`src/rtl/regwr_pkg.sv`:
```
// rtl/regwr_pkg.sv - shared types and default constants for the register-file write arbiter
// Contents: write-request struct, arbiter FSM state enum, width and default-parameter constants,
// and a helper that recognises writes to the hard-wired zero register.
package regwr_pkg;

    localparam int ADDR_W           = 5;
    localparam int DATA_W           = 32;
    localparam int REQ_W            = ADDR_W + DATA_W;
    localparam int DEF_FIFO_DEPTH   = 2;
    localparam int DEF_STARVE_LIMIT = 4;

    typedef struct packed {
        logic [ADDR_W-1:0] addr;
        logic [DATA_W-1:0] data;
    } wr_req_t;

    typedef enum logic {
        ST_NORMAL = 1'b0,
        ST_FORCE  = 1'b1
    } arb_state_t;

    // Register 0 is hard-wired, so writes to it are dropped everywhere.
    function automatic logic is_reg_zero(input logic [ADDR_W-1:0] addr);
        return addr == '0;
    endfunction

endpackage

```
`src/rtl/regwr_fifo.sv`:
```
// rtl/regwr_fifo.sv - FIFO of queued port-B register writes
// Ports:
//   clk, rst        clock, synchronous active-high reset (flushes all entries)
//   i_push          enqueue i_push_data (ignored when full)
//   i_push_data     wr_req_t packed as {addr, data}
//   i_pop           dequeue the head (ignored when empty)
//   o_head          current head entry, valid when o_empty=0
//   o_full, o_empty occupancy flags from registered state only
//   o_vld, o_addrs  per-slot valid bits and addresses for the pending-write check
module regwr_fifo
    import regwr_pkg::*;
#(
    parameter int FIFO_DEPTH = DEF_FIFO_DEPTH
) (
    input  logic                         clk,
    input  logic                         rst,
    input  logic                         i_push,
    input  logic [REQ_W-1:0]             i_push_data,
    input  logic                         i_pop,
    output logic [REQ_W-1:0]             o_head,
    output logic                         o_full,
    output logic                         o_empty,
    output logic [FIFO_DEPTH-1:0]        o_vld,
    output logic [FIFO_DEPTH*ADDR_W-1:0] o_addrs
);

    localparam int PTR_W = (FIFO_DEPTH > 1) ? $clog2(FIFO_DEPTH) : 1;

    wr_req_t               r_mem [FIFO_DEPTH];
    logic [FIFO_DEPTH-1:0] r_vld;
    logic [PTR_W-1:0]      r_wr_ptr;
    logic [PTR_W-1:0]      r_rd_ptr;
    logic                  w_do_push;
    logic                  w_do_pop;

    // Wrap explicitly so depths that are not a power of two work.
    function automatic logic [PTR_W-1:0] ptr_inc(input logic [PTR_W-1:0] ptr);
        return (ptr == PTR_W'(FIFO_DEPTH - 1)) ? '0 : ptr + 1'b1;
    endfunction

    // Occupancy is tracked as a per-slot valid vector; this doubles as the
    // entry-valid view needed by the pending-write compare.
    assign o_full    = &r_vld;
    assign o_empty   = ~|r_vld;
    assign w_do_push = i_push && !o_full;
    assign w_do_pop  = i_pop && !o_empty;
    assign o_head    = r_mem[r_rd_ptr];
    assign o_vld     = r_vld;

    for (genvar g = 0; g < FIFO_DEPTH; g++) begin : g_addr
        assign o_addrs[g*ADDR_W +: ADDR_W] = r_mem[g].addr;
    end

    // Pointers only coincide when empty or full, so a simultaneous push and
    // pop never touch the same slot.
    always_ff @(posedge clk) begin
        if (rst) begin
            r_vld    <= '0;
            r_wr_ptr <= '0;
            r_rd_ptr <= '0;
        end else begin
            if (w_do_pop) begin
                r_vld[r_rd_ptr] <= 1'b0;
                r_rd_ptr        <= ptr_inc(r_rd_ptr);
            end
            if (w_do_push) begin
                r_vld[r_wr_ptr] <= 1'b1;
                r_wr_ptr        <= ptr_inc(r_wr_ptr);
            end
        end
    end

    always_ff @(posedge clk) begin
        if (w_do_push) begin
            r_mem[r_wr_ptr] <= wr_req_t'(i_push_data);
        end
    end

endmodule

```
`src/rtl/regwr_arbiter.sv`:
```
// rtl/regwr_arbiter.sv - two-port register-file write arbiter with starvation guard
// Optional feature macro: REGWR_PENDING_CHECK_EN (pending-write address compare).
// Ports:
//   clk, rst                       clock, synchronous active-high reset
//   a_valid, a_waddr, a_wdata      pipeline write-back request (priority port)
//   a_stall                        A not accepted this cycle (forced B slot)
//   b_valid, b_waddr, b_wdata      long-latency unit write request, queued
//   b_ready                        B queue can accept this cycle
//   we, waddr, wdata               registered register-file write port
//   chk_addr1/2, chk_hit1/2        query whether an address has a queued B write
module regwr_arbiter
    import regwr_pkg::*;
#(
    parameter int FIFO_DEPTH   = DEF_FIFO_DEPTH,
    parameter int STARVE_LIMIT = DEF_STARVE_LIMIT
) (
    input  logic        clk,
    input  logic        rst,
    input  logic        a_valid,
    input  logic [4:0]  a_waddr,
    input  logic [31:0] a_wdata,
    output logic        a_stall,
    input  logic        b_valid,
    output logic        b_ready,
    input  logic [4:0]  b_waddr,
    input  logic [31:0] b_wdata,
    output logic        we,
    output logic [4:0]  waddr,
    output logic [31:0] wdata,
    input  logic [4:0]  chk_addr1,
    input  logic [4:0]  chk_addr2,
    output logic        chk_hit1,
    output logic        chk_hit2
);

    localparam int CNT_W = $clog2(STARVE_LIMIT + 1);

    arb_state_t                   r_state;
    arb_state_t                   w_state_nxt;
    logic [CNT_W-1:0]             r_starve_cnt;
    logic [CNT_W-1:0]             w_starve_nxt;
    logic                         r_we;
    logic [4:0]                   r_waddr;
    logic [31:0]                  r_wdata;
    logic                         w_grant_a;
    logic                         w_grant_b;
    logic                         w_stall;
    logic                         w_push;
    logic                         w_full;
    logic                         w_empty;
    logic [REQ_W-1:0]             w_head_raw;
    wr_req_t                      w_head;
    logic [FIFO_DEPTH-1:0]        w_fifo_vld;
    logic [FIFO_DEPTH*ADDR_W-1:0] w_fifo_addrs;

    // Zero-register pushes complete the handshake but are never stored.
    assign b_ready = !rst && !w_full;
    assign w_push  = b_valid && b_ready && !is_reg_zero(b_waddr);
    assign w_head  = wr_req_t'(w_head_raw);

    regwr_fifo #(
        .FIFO_DEPTH (FIFO_DEPTH)
    ) u_fifo (
        .clk         (clk),
        .rst         (rst),
        .i_push      (w_push),
        .i_push_data ({b_waddr, b_wdata}),
        .i_pop       (w_grant_b),
        .o_head      (w_head_raw),
        .o_full      (w_full),
        .o_empty     (w_empty),
        .o_vld       (w_fifo_vld),
        .o_addrs     (w_fifo_addrs)
    );

    always_ff @(posedge clk) begin
        if (rst) begin
            r_state      <= ST_NORMAL;
            r_starve_cnt <= '0;
        end else begin
            r_state      <= w_state_nxt;
            r_starve_cnt <= w_starve_nxt;
        end
    end

    // FIFO emptiness comes from registered state, so an entry pushed this
    // cycle cannot be granted until the next one.
    always_comb begin
        w_state_nxt  = r_state;
        w_starve_nxt = r_starve_cnt;
        w_grant_a    = 1'b0;
        w_grant_b    = 1'b0;
        w_stall      = 1'b0;
        case (r_state)
            ST_NORMAL: begin
                if (a_valid) begin
                    w_grant_a = 1'b1;
                end else if (!w_empty) begin
                    w_grant_b = 1'b1;
                end
                if (!w_empty && !w_grant_b) begin
                    if (r_starve_cnt == CNT_W'(STARVE_LIMIT - 1)) begin
                        w_state_nxt  = ST_FORCE;
                        w_starve_nxt = '0;
                    end else begin
                        w_starve_nxt = r_starve_cnt + 1'b1;
                    end
                end else begin
                    w_starve_nxt = '0;
                end
            end
            ST_FORCE: begin
                // One-cycle B slot: stall A and drain the head regardless.
                w_stall      = 1'b1;
                w_grant_b    = !w_empty;
                w_state_nxt  = ST_NORMAL;
                w_starve_nxt = '0;
            end
            default: begin
                w_state_nxt  = ST_NORMAL;
                w_starve_nxt = '0;
            end
        endcase
    end

    assign a_stall = !rst && w_stall;

    always_ff @(posedge clk) begin
        if (rst) begin
            r_we    <= 1'b0;
            r_waddr <= '0;
            r_wdata <= '0;
        end else if (w_grant_a) begin
            r_we    <= !is_reg_zero(a_waddr);
            r_waddr <= a_waddr;
            r_wdata <= a_wdata;
        end else if (w_grant_b) begin
            r_we    <= 1'b1;
            r_waddr <= w_head.addr;
            r_wdata <= w_head.data;
        end else begin
            r_we    <= 1'b0;
        end
    end

    assign we    = r_we;
    assign waddr = r_waddr;
    assign wdata = r_wdata;

`ifdef REGWR_PENDING_CHECK_EN
    logic w_hit1;
    logic w_hit2;

    always_comb begin
        w_hit1 = 1'b0;
        w_hit2 = 1'b0;
        for (int i = 0; i < FIFO_DEPTH; i++) begin
            if (w_fifo_vld[i] && (w_fifo_addrs[i*ADDR_W +: ADDR_W] == chk_addr1)) begin
                w_hit1 = 1'b1;
            end
            if (w_fifo_vld[i] && (w_fifo_addrs[i*ADDR_W +: ADDR_W] == chk_addr2)) begin
                w_hit2 = 1'b1;
            end
        end
    end

    assign chk_hit1 = !rst && !is_reg_zero(chk_addr1) && w_hit1;
    assign chk_hit2 = !rst && !is_reg_zero(chk_addr2) && w_hit2;
`else
    logic w_unused_chk;

    assign w_unused_chk = ^{chk_addr1, chk_addr2, w_fifo_vld, w_fifo_addrs};
    assign chk_hit1     = 1'b0;
    assign chk_hit2     = 1'b0;
`endif

endmodule

```
`config.mk`:
```
export PLATFORM = sky130hd
export DESIGN_NAME = regwr_arbiter
export DESIGN_NICKNAME = d
export VERILOG_FILES = /design/src/rtl/regwr_pkg.sv /design/src/rtl/regwr_fifo.sv /design/src/rtl/regwr_arbiter.sv
export SDC_FILE = /design/constraint.sdc
export NUM_CORES = 1
export LEC_CHECK = 0
export CAP_MARGIN = 10
export CORE_MARGIN = 10
export CORE_UTILIZATION = 45
export CTS_CLUSTER_DIAMETER = 150
export DETAILED_ROUTE_END_ITERATION = 8
export GPL_TIMING_DRIVEN = 0
export PLACE_DENSITY = 0.76
export SLEW_MARGIN = 20
export SYNTH_ARGS = -nofsm -noshare
export SYNTH_HDL_FRONTEND = slang
export SYNTH_SLANG_ARGS = --single-unit
```
`constraint.sdc`:
```
create_clock -name clk -period 3.45 [get_ports clk]
set_clock_uncertainty 0.05 [all_clocks]
set_input_delay 0.69 -clock clk [delete_from_list [all_inputs] [get_ports clk]]
set_output_delay 0.69 -clock clk [all_outputs]
set_load 0.01 [all_outputs]
```
==> results of run 1 <==
==> worst max-delay path by stage <==
| stage | endpoint | depth (start not counted) |
|---|---|---|
| 2_1_floorplan | u_fifo.r_mem[1][0] | 4 |
| 3_3_place_gp | u_fifo.r_mem[1][31] | 4 |
| 3_5_place_dp | u_fifo.r_mem[1][19] | 5 |
| 4_1_cts | b_ready | 3 |
| 5_1_grt | b_ready | 3 |
| 6_report | b_ready | 3 |
==> layout make-up <==
type / count / area share
Clock inverter: 13 / 0.0232
Buffer: 29 / 0.0257
Tap cell: 136 / 0.0257
Sequential cell: 121 / 0.477
Clock buffer: 19 / 0.0636
Multi-Input combinational cell: 181 / 0.200
Timing Repair Buffer: 118 / 0.184
Inverter: 2 / 0.00113
==> critical path, delay by kind of cell, from the launching register on <==
kind / cells / cell delay, ns
compound gates: 1 / 0.25
flops: 1 / 0.34
buf+inv: 2 / 0.80
==> state kept, by name, indices dropped and copies added, names as in the netlist, named ones only <==
signal and count:
wdata 32, we 1, u_fifo.r_wr_ptr 1, r_starve_cnt 3, u_fifo.r_rd_ptr 1, waddr 5, r_state 1, u_fifo.o_vld 2
u_fifo.r_mem 74
==> metrics by stage <==
| step | util | setup TNS, ns | hold WS [ns] |
|---|---|---|---|
| 2_1_floorplan | - | 0 | 0.357 |
| 3_3_place_gp | 0.587 | -86.63 | 0.364 |
| 3_5_place_dp | 0.594 | 0 | 0.394 |
| 4_1_cts | 0.651 | 0 | 0.401 |
| 5_1_grt | 0.651 | 0 | 0.419 |
| 6_report | 0.651 | 0 | 0.397 |
==> synthesized netlist by cell type, drive strengths merged, types with 2 or more instances <==
cell / number / share of area
inv: 2 / 0.0016
o22ai: 2 / 0.0027
ha: 2 / 0.0054
nor3: 38 / 0.041
edfxtp: 74 / 0.48
nor4b: 2 / 0.0038
dfxtp: 47 / 0.20
buf: 25 / 0.033
nor2b: 3 / 0.0057
nor2: 6 / 0.0065
o21ai: 3 / 0.0032
clkbuf: 4 / 0.0032
a21oi: 40 / 0.044
a22o: 37 / 0.070
mux2i: 38 / 0.082
==> routing by layer <==
metal / part of all wire / GRT usage
met2: 0.52 / 0.281
met1: 0.38 / 0.185
met4: 0.0080 / 0.0410
met3: 0.087 / 0.0638
met5: 0 / 0
==> logic make-up (layout without fill, tap and decap cells) <==
group | after synthesis | count (layout) | synth area share
other | 1 | 2 | 0.000807
adders and majority gates | 2 | 2 | 0.00539
and+or+nand+nor | 55 | 55 | 0.0668
DFF | 121 | 121 | 0.681
muxes | 38 | 38 | 0.0819
AOI/OAI and AO/OA | 84 | 84 | 0.126
buffers and inverters | 31 | 181 | 0.0382
==> power by group <==
part | internal, mW | switching [mW] | total (mW)
clock network | 1.09 | 0.613 | 1.70
registers | 1.62 | 0.0361 | 1.65
logic | 0.280 | 0.248 | 0.528
total | 2.99 | 0.897 | 3.89
==> impl_metrics.env, run 1 <==
export IMPL_arrival_ns=1.88
export IMPL_slew_viol_final=0
export IMPL_async_flop_share=0
export IMPL_syn_to_final_growth_pct=42.6
export IMPL_dieArea_um2=14800
export IMPL_drtIter0Drc=240
export IMPL_synth_flop_cell="edfxtp_1"
export IMPL_multi_input_area_um2=1320
export IMPL_cts_buffers=17
export IMPL_hold_class="reg -> reg"
export IMPL_fin_area_um2=6630
export IMPL_grt_overflow=0
export IMPL_cts_buffer_depth=2
export IMPL_cp_cell_sequence="buf_2 > a21oi_2 > clkdlybuf4s50_1"
export IMPL_reg2reg_depth=5
export IMPL_io_buffer_count=116
export IMPL_status="completed"
export IMPL_required_ns=2.71
export IMPL_nets=560
export IMPL_cap_violations=0
export IMPL_layout_commonest_cell="clkdlybuf4s50_1"
export IMPL_slew_headroom=0.567
export IMPL_gp_congestion=0.754
export IMPL_synth_area_per_cell_um2=14.0
export IMPL_fillers=787
export IMPL_grt_pass1_wl_mm=18.4
export IMPL_worstSetupPathType="reg -> out"
export IMPL_post_route_period_util=0.761
export IMPL_leakage_nw=2.38
export IMPL_dpl_hpwl_mm=8.52
export IMPL_fin_ws_ns=0.825
export IMPL_clock_sinks=121
export IMPL_whs_path_depth=1
export IMPL_grt_pass1_vias=3445
export IMPL_boundaryPins=130
export IMPL_timing_fmax_mhz=381
export IMPL_place_inst=587
export IMPL_cts_htree_levels=4
export IMPL_core_area_um2=10200
export IMPL_gr_usage_all_layers=0.163
export IMPL_seqCellArea_um2=3160
export IMPL_drive_gt1_frac=0.130
export IMPL_initial_core_util=0.456
export IMPL_place_area_um2=6050
export IMPL_yosys_warnings=0
export IMPL_place_ws_ns=0.663
export IMPL_ys_seq_area_frac=0.681
export IMPL_final_cell_mix="clkdlybuf4s50_1 (116), edfxtp_1 (74), dfxtp_1 (47), a21oi_1 (39)"
export IMPL_die_x_um=122
export IMPL_syn_cell_area_um2=4650
export IMPL_vdd_drop_max_v=0.000342
export IMPL_setup_viol=0
export IMPL_viasPerCell=5.24
export IMPL_syn_instance_count=332
export IMPL_stdcell_count=619
export IMPL_antenna_found_initial=0
export IMPL_crit_path_end_kind="output pin"
export IMPL_worst_hold_path_endpoint="r_starve_cnt[0]"
export IMPL_rr_endpoint="u_fifo.r_mem[1][34]"
export IMPL_hold_buffers=0
export IMPL_rsz0062_at_grt="no"
export IMPL_p_per_area_nw_per_um2=587
export IMPL_worst_path_max_fanout=10
export IMPL_insertion_delay_ns=0.50
export IMPL_clkTransAtPathRegs_ns=0.05
export IMPL_yosysUniqueCellTypes=29
export IMPL_ys_ff_latch=121
export IMPL_post_drt_wl_per_cell_um=19.6
export IMPL_diodes=0
export IMPL_start_kind="register"
export IMPL_routed_wl_mm=12.1
export IMPL_firstDrtPassIters=5
export IMPL_r2r_slack_ns=1.31
export IMPL_worstMarginPinSlew_ns=0.648
export IMPL_ant_nets=0
export IMPL_cp_startpoint="u_fifo.o_vld[1]"
export IMPL_drc=0
export IMPL_cts_root_buf="clkbuf_8"
export IMPL_hold_viol_final=0
export IMPL_die_height_um=122
export IMPL_cp_slowest_stage_delay_ns=0.59
export IMPL_ctsResizeCount=0
export IMPL_crit_slowest_cell="clkdlybuf4s50_1"
export IMPL_cts_setup_buffers=0
export IMPL_cts_tree="yes"
export IMPL_synth_edff_count=74
export IMPL_fin_total_pwr_mw=3.89
export IMPL_num_vias=3243
export IMPL_period_needed_ns=2.62
export IMPL_grt_max_degree=23
export IMPL_timing_rr_start="u_fifo.o_vld[1]"
export IMPL_holdCritStartpoint="r_starve_cnt[0]"
export IMPL_num_rows=37
(Power assumes the default switching activity.)
==> run 2: changes to the inputs <==
- clock period: 3.45 -> 2.65 ns (I/O delays scaled with it)
==> run 2 against run 1 <==
Core utilization is 0.25 points higher; hold slack worse by 0.061 ns; power is 32% higher; register-to-register slack worse by 0.84 ns; cell count stayed put; global-route usage is 0.68 points lower; cell area is 0.38% higher; critical path type unchanged.
==> impl_metrics.env, run 2 (synthesis results as in run 1) <==
export IMPL_status="completed"
export IMPL_final_cell_mix="clkdlybuf4s50_1 (116), edfxtp_1 (74), dfxtp_1 (47), a21oi_1 (39)"
export IMPL_hold_viol_final=0
export IMPL_whs_path_depth=2
export IMPL_slew_viol_final=0
export IMPL_dpl_hpwl_mm=8.26
export IMPL_place_inst=587
export IMPL_top_register="u_fifo.r_mem"
export IMPL_grt_overflow=0
export IMPL_cp_cell_sequence="buf_2 > a21oi_2 > clkdlybuf4s50_1"
export IMPL_met2_usage=0.276
export IMPL_fin_total_pwr_mw=5.11
export IMPL_num_rows=37
export IMPL_utilization=0.653
export IMPL_place_area_um2=6050
export IMPL_fillers=788
export IMPL_reg2reg_depth=5
export IMPL_layout_commonest_cell="clkdlybuf4s50_1"
export IMPL_die_x_um=122
export IMPL_diodes=0
export IMPL_viasPerCell=5.24
export IMPL_rsz0062_at_grt="no"
export IMPL_insertion_delay_ns=0.50
export IMPL_worstMarginPinSlew_ns=0.655
export IMPL_cts_htree_levels=4
export IMPL_cts_setup_buffers=0
export IMPL_routed_wl_mm=11.8
export IMPL_gp_congestion=0.755
export IMPL_num_vias=3244
export IMPL_nets=560
export IMPL_busiest_layer="met2"
export IMPL_cts_buffers=17
export IMPL_drive_gt1_frac=0.128
export IMPL_timing_fmax_mhz=401
export IMPL_start_kind="register"
export IMPL_cts_tree="yes"
export IMPL_antenna_found_initial=0
export IMPL_seqCellArea_um2=3160
export IMPL_firstDrtPassIters=4
export IMPL_initial_core_util=0.456
export IMPL_ant_nets=0
export IMPL_worst_path_max_fanout=10
export IMPL_cts_root_buf="clkbuf_8"
export IMPL_clock_sinks=121
export IMPL_post_drt_wl_per_cell_um=19.0
export IMPL_post_route_period_util=0.942
export IMPL_arrival_ns=1.92
export IMPL_rr_endpoint="u_fifo.r_mem[1][33]"
export IMPL_worstSetupPathType="reg -> out"
export IMPL_cap_violations=0
export IMPL_met3_usage=0.0555
export IMPL_grt_pass1_wl_mm=18.0
export IMPL_multi_input_area_um2=1320
export IMPL_vdd_drop_max_v=0.000457
export IMPL_r2r_slack_ns=0.47
export IMPL_slew_headroom=0.562
export IMPL_grt_pass1_vias=3500
export IMPL_drc=0
export IMPL_drtIter0Drc=217
export IMPL_cp_slowest_stage_delay_ns=0.60
export IMPL_grt_use_met1=0.172
export IMPL_required_ns=2.07
export IMPL_boundaryPins=130
export IMPL_clkTransAtPathRegs_ns=0.06
export IMPL_syn_to_final_growth_pct=43.2
export IMPL_cts_buffer_depth=2
export IMPL_place_ws_ns=0.0756
export IMPL_holdCritStartpoint="rst"
export IMPL_timing_rr_start="u_fifo.o_vld[1]"
export IMPL_setup_viol=0
export IMPL_fin_area_um2=6650
export IMPL_hold_class="in -> reg"
export IMPL_period_needed_ns=2.50
export IMPL_leakage_nw=2.40
export IMPL_worst_hold_path_endpoint="u_fifo.r_rd_ptr"
export IMPL_die_height_um=122
export IMPL_dieArea_um2=14800
export IMPL_core_area_um2=10200
export IMPL_io_buffer_count=116
export IMPL_largest_register_ffs=74
export IMPL_hold_buffers=0
export IMPL_p_per_area_nw_per_um2=769
export IMPL_crit_path_end_kind="output pin"
export IMPL_crit_slowest_cell="clkdlybuf4s50_1"
export IMPL_stdcell_count=619
export IMPL_grt_max_degree=21
export IMPL_ctsResizeCount=0
export IMPL_fin_ws_ns=0.154
export IMPL_gr_usage_all_layers=0.156
run 2: changes by cell type in the layout (fill, tap and decap cells not counted), sizes merged:
cell and change:
clkbuf +6, clkinvlp -3, clkinv -2, bufinv -1
run 2: layout make-up:
| class | instances | share of cell area |
|---|---|---|
| plain buffers | 29 | 0.0256 |
| clock buffers | 25 | 0.0777 |
| clock inverters | 7 | 0.0126 |
| inverters | 2 | 0.00113 |
| multi-input cells | 181 | 0.199 |
| flip-flops and latches | 121 | 0.476 |
| well taps | 136 | 0.0256 |
| repair buffers | 118 | 0.183 |
run 2: critical path, delay by kind of cell (launching register included):
family,cells,cell delay [ns]
buffers and inverters,2,0.80
flip-flops,1,0.33
AO/OA/AOI/OAI,1,0.29
run 2: worst max path at each step:
stage	from	endpoint	slack [ns]	cells after the start
final	u_fifo.o_vld[1]	b_ready	0.15	3
after global routing	u_fifo.o_vld[1]	b_ready	0.09	3
after CTS	u_fifo.o_vld[1]	b_ready	0.15	3
after detailed placement	b_waddr[0]	u_fifo.r_mem[1][31]	0.08	5
after global placement	b_waddr[2]	u_fifo.r_mem[1][31]	-0.69	4
after floorplan	rst	u_fifo.r_mem[1][0]	0.09	4
run 2: per-layer routing:
layer	up-vias	share of wire	routed length [um]
met5	-	0	0
met4	0	0.0096	113
met3	10	0.061	720
met2	99	0.52	6130
met1	1581	0.41	4820
li1	1554	-	-
run 2: through the flow:
step / TNS (ns) / hold slack [ns]
floorplan: 0 / 0.357
global placement: -50.55 / 0.364
detailed placement: 0 / 0.387
CTS: 0 / 0.321
global route: 0 / 0.346
finish: 0 / 0.336
run 2: power by group:
part	total, mW	internal, mW	switching [mW]
clock	2.27	1.52	0.757
combinational	0.686	0.365	0.322
sequential	2.16	2.11	0.0476
==> run 3: changes to the inputs <==
- CTS_BUF_LIST: unset -> sky130_fd_sc_hd__clkbuf_8 sky130_fd_sc_hd__clkbuf_16
==> run 3 against run 2 <==
Cell area is the same; core utilization is the same; first-iteration DRC count fell by 0.46%; sequential share of layout area unchanged; critical path type unchanged; critical endpoint unchanged.
==> impl_metrics.env, run 3 (synthesis results as in run 1) <==
export IMPL_status="completed"
export IMPL_fin_ws_ns=0.159
export IMPL_viasPerCell=5.24
export IMPL_reg2reg_depth=5
export IMPL_place_ws_ns=0.0756
export IMPL_worst_path_max_fanout=10
export IMPL_grt_max_degree=21
export IMPL_post_drt_wl_per_cell_um=19.1
export IMPL_insertion_delay_ns=0.50
export IMPL_rsz0062_at_grt="no"
export IMPL_setup_viol=0
export IMPL_timing_fmax_mhz=401
export IMPL_slew_viol_final=0
export IMPL_hold_viol_final=0
export IMPL_die_x_um=122
export IMPL_slew_headroom=0.562
export IMPL_worstSetupPathType="reg -> out"
export IMPL_drtIter0Drc=216
export IMPL_fin_area_um2=6650
export IMPL_place_area_um2=6050
export IMPL_start_kind="register"
export IMPL_cts_setup_buffers=0
export IMPL_largest_register_ffs=74
export IMPL_ant_nets=0
export IMPL_nets=560
export IMPL_fin_hold_ws_ns=0.337
export IMPL_p_per_area_nw_per_um2=767
export IMPL_hold_class="in -> reg"
export IMPL_place_inst=587
export IMPL_clkTransAtPathRegs_ns=0.06
export IMPL_num_rows=37
export IMPL_antenna_found_initial=0
export IMPL_grt_pass1_wl_mm=18.0
export IMPL_grt_pass1_vias=3500
export IMPL_routed_wl_mm=11.8
export IMPL_utilization=0.653
export IMPL_grt_overflow=0
export IMPL_holdCritStartpoint="rst"
export IMPL_ctsResizeCount=0
export IMPL_cts_htree_levels=4
export IMPL_io_buffer_count=116
export IMPL_cts_root_buf="clkbuf_8"
export IMPL_required_ns=2.07
export IMPL_hold_buffers=0
export IMPL_layout_commonest_cell="clkdlybuf4s50_1"
export IMPL_gp_congestion=0.755
export IMPL_drive_gt1_frac=0.128
export IMPL_clock_sinks=121
export IMPL_r2r_slack_ns=0.47
export IMPL_period_needed_ns=2.49
export IMPL_rr_endpoint="u_fifo.r_mem[1][33]"
export IMPL_worst_hold_path_endpoint="u_fifo.r_rd_ptr"
export IMPL_stdcell_count=619
export IMPL_vdd_drop_max_v=0.000454
export IMPL_top_register="u_fifo.r_mem"
export IMPL_crit_path_end_kind="output pin"
export IMPL_firstDrtPassIters=4
export IMPL_diodes=0
export IMPL_initial_core_util=0.456
export IMPL_cap_violations=0
export IMPL_syn_to_final_growth_pct=43.2
export IMPL_arrival_ns=1.91
export IMPL_post_route_period_util=0.940
export IMPL_cts_buffer_depth=2
export IMPL_boundaryPins=130
export IMPL_drc=0
export IMPL_worstMarginPinSlew_ns=0.655
export IMPL_cts_buffers=17
export IMPL_dpl_hpwl_mm=8.26
export IMPL_leakage_nw=2.42
export IMPL_dieArea_um2=14800
export IMPL_die_height_um=122
export IMPL_final_cell_mix="clkdlybuf4s50_1 (116), edfxtp_1 (74), dfxtp_1 (47), a21oi_1 (39)"
export IMPL_core_area_um2=10200
export IMPL_whs_path_depth=2
export IMPL_cts_tree="yes"
export IMPL_timing_rr_start="u_fifo.o_vld[1]"
export IMPL_gr_usage_all_layers=0.156
export IMPL_num_vias=3243
run 3: cell count changes in the layout (fill, tap and decap cells not counted), sizes merged:
cell / change
inv: +3
clkbuf: -3
run 3: report_power, final:
part	total (mW)	leakage [nW]	internal (mW)	switching, mW
combinational	0.687	1.04	0.365	0.322
sequential	2.16	1.07	2.11	0.0476
clock	2.26	0.312	1.50	0.755
total	5.10	2.42	3.98	1.12
run 3: cell type report:
type / count / area, um2
clock buffer: 22 / 505
inverter: 2 / 7.51
tap: 136 / 170
buffer: 29 / 170
clock inverter: 10 / 95.1
fill: 788 / 3530
sequential: 121 / 3160
multi-input combinational: 181 / 1320
timing repair buffer: 118 / 1220
run 3: worst max-delay path by stage:
stage	end	cells after the start	slack (ns)	start
after floorplan	u_fifo.r_mem[1][0]	4	0.09	rst
after global placement	u_fifo.r_mem[1][31]	4	-0.69	b_waddr[2]
after detailed placement	u_fifo.r_mem[1][31]	5	0.08	b_waddr[0]
after CTS	b_ready	3	0.15	u_fifo.o_vld[1]
after global routing	b_ready	3	0.09	u_fifo.o_vld[1]
final	b_ready	3	0.16	u_fifo.o_vld[1]
run 3: metal layers:
| layer | vias to the layer above | GRT usage | routed length (um) | share of wire |
|---|---|---|---|---|
| li1 | 1553 | - | - | - |
| met1 | 1583 | 0.172 | 4870 | 0.41 |
| met2 | 99 | 0.276 | 6170 | 0.52 |
| met3 | 8 | 0.0555 | 693 | 0.059 |
| met4 | 0 | 0.0447 | 72 | 0.0061 |
| met5 | - | 0 | 0 | 0 |
run 3: worst max-delay path, cell delays in order, from the launching register on:
cell and delay (ns):
dfxtp_1 0.33, buf_2 0.20, a21oi_2 0.29, clkdlybuf4s50_1 0.60
run 3: stage by stage:
step	total power [mW]	setup TNS, ns
2_1_floorplan	2.53	0
3_3_place_gp	2.85	-50.55
3_5_place_dp	2.88	0
4_1_cts	5.14	0
5_1_grt	5.30	0
6_report	5.10	0
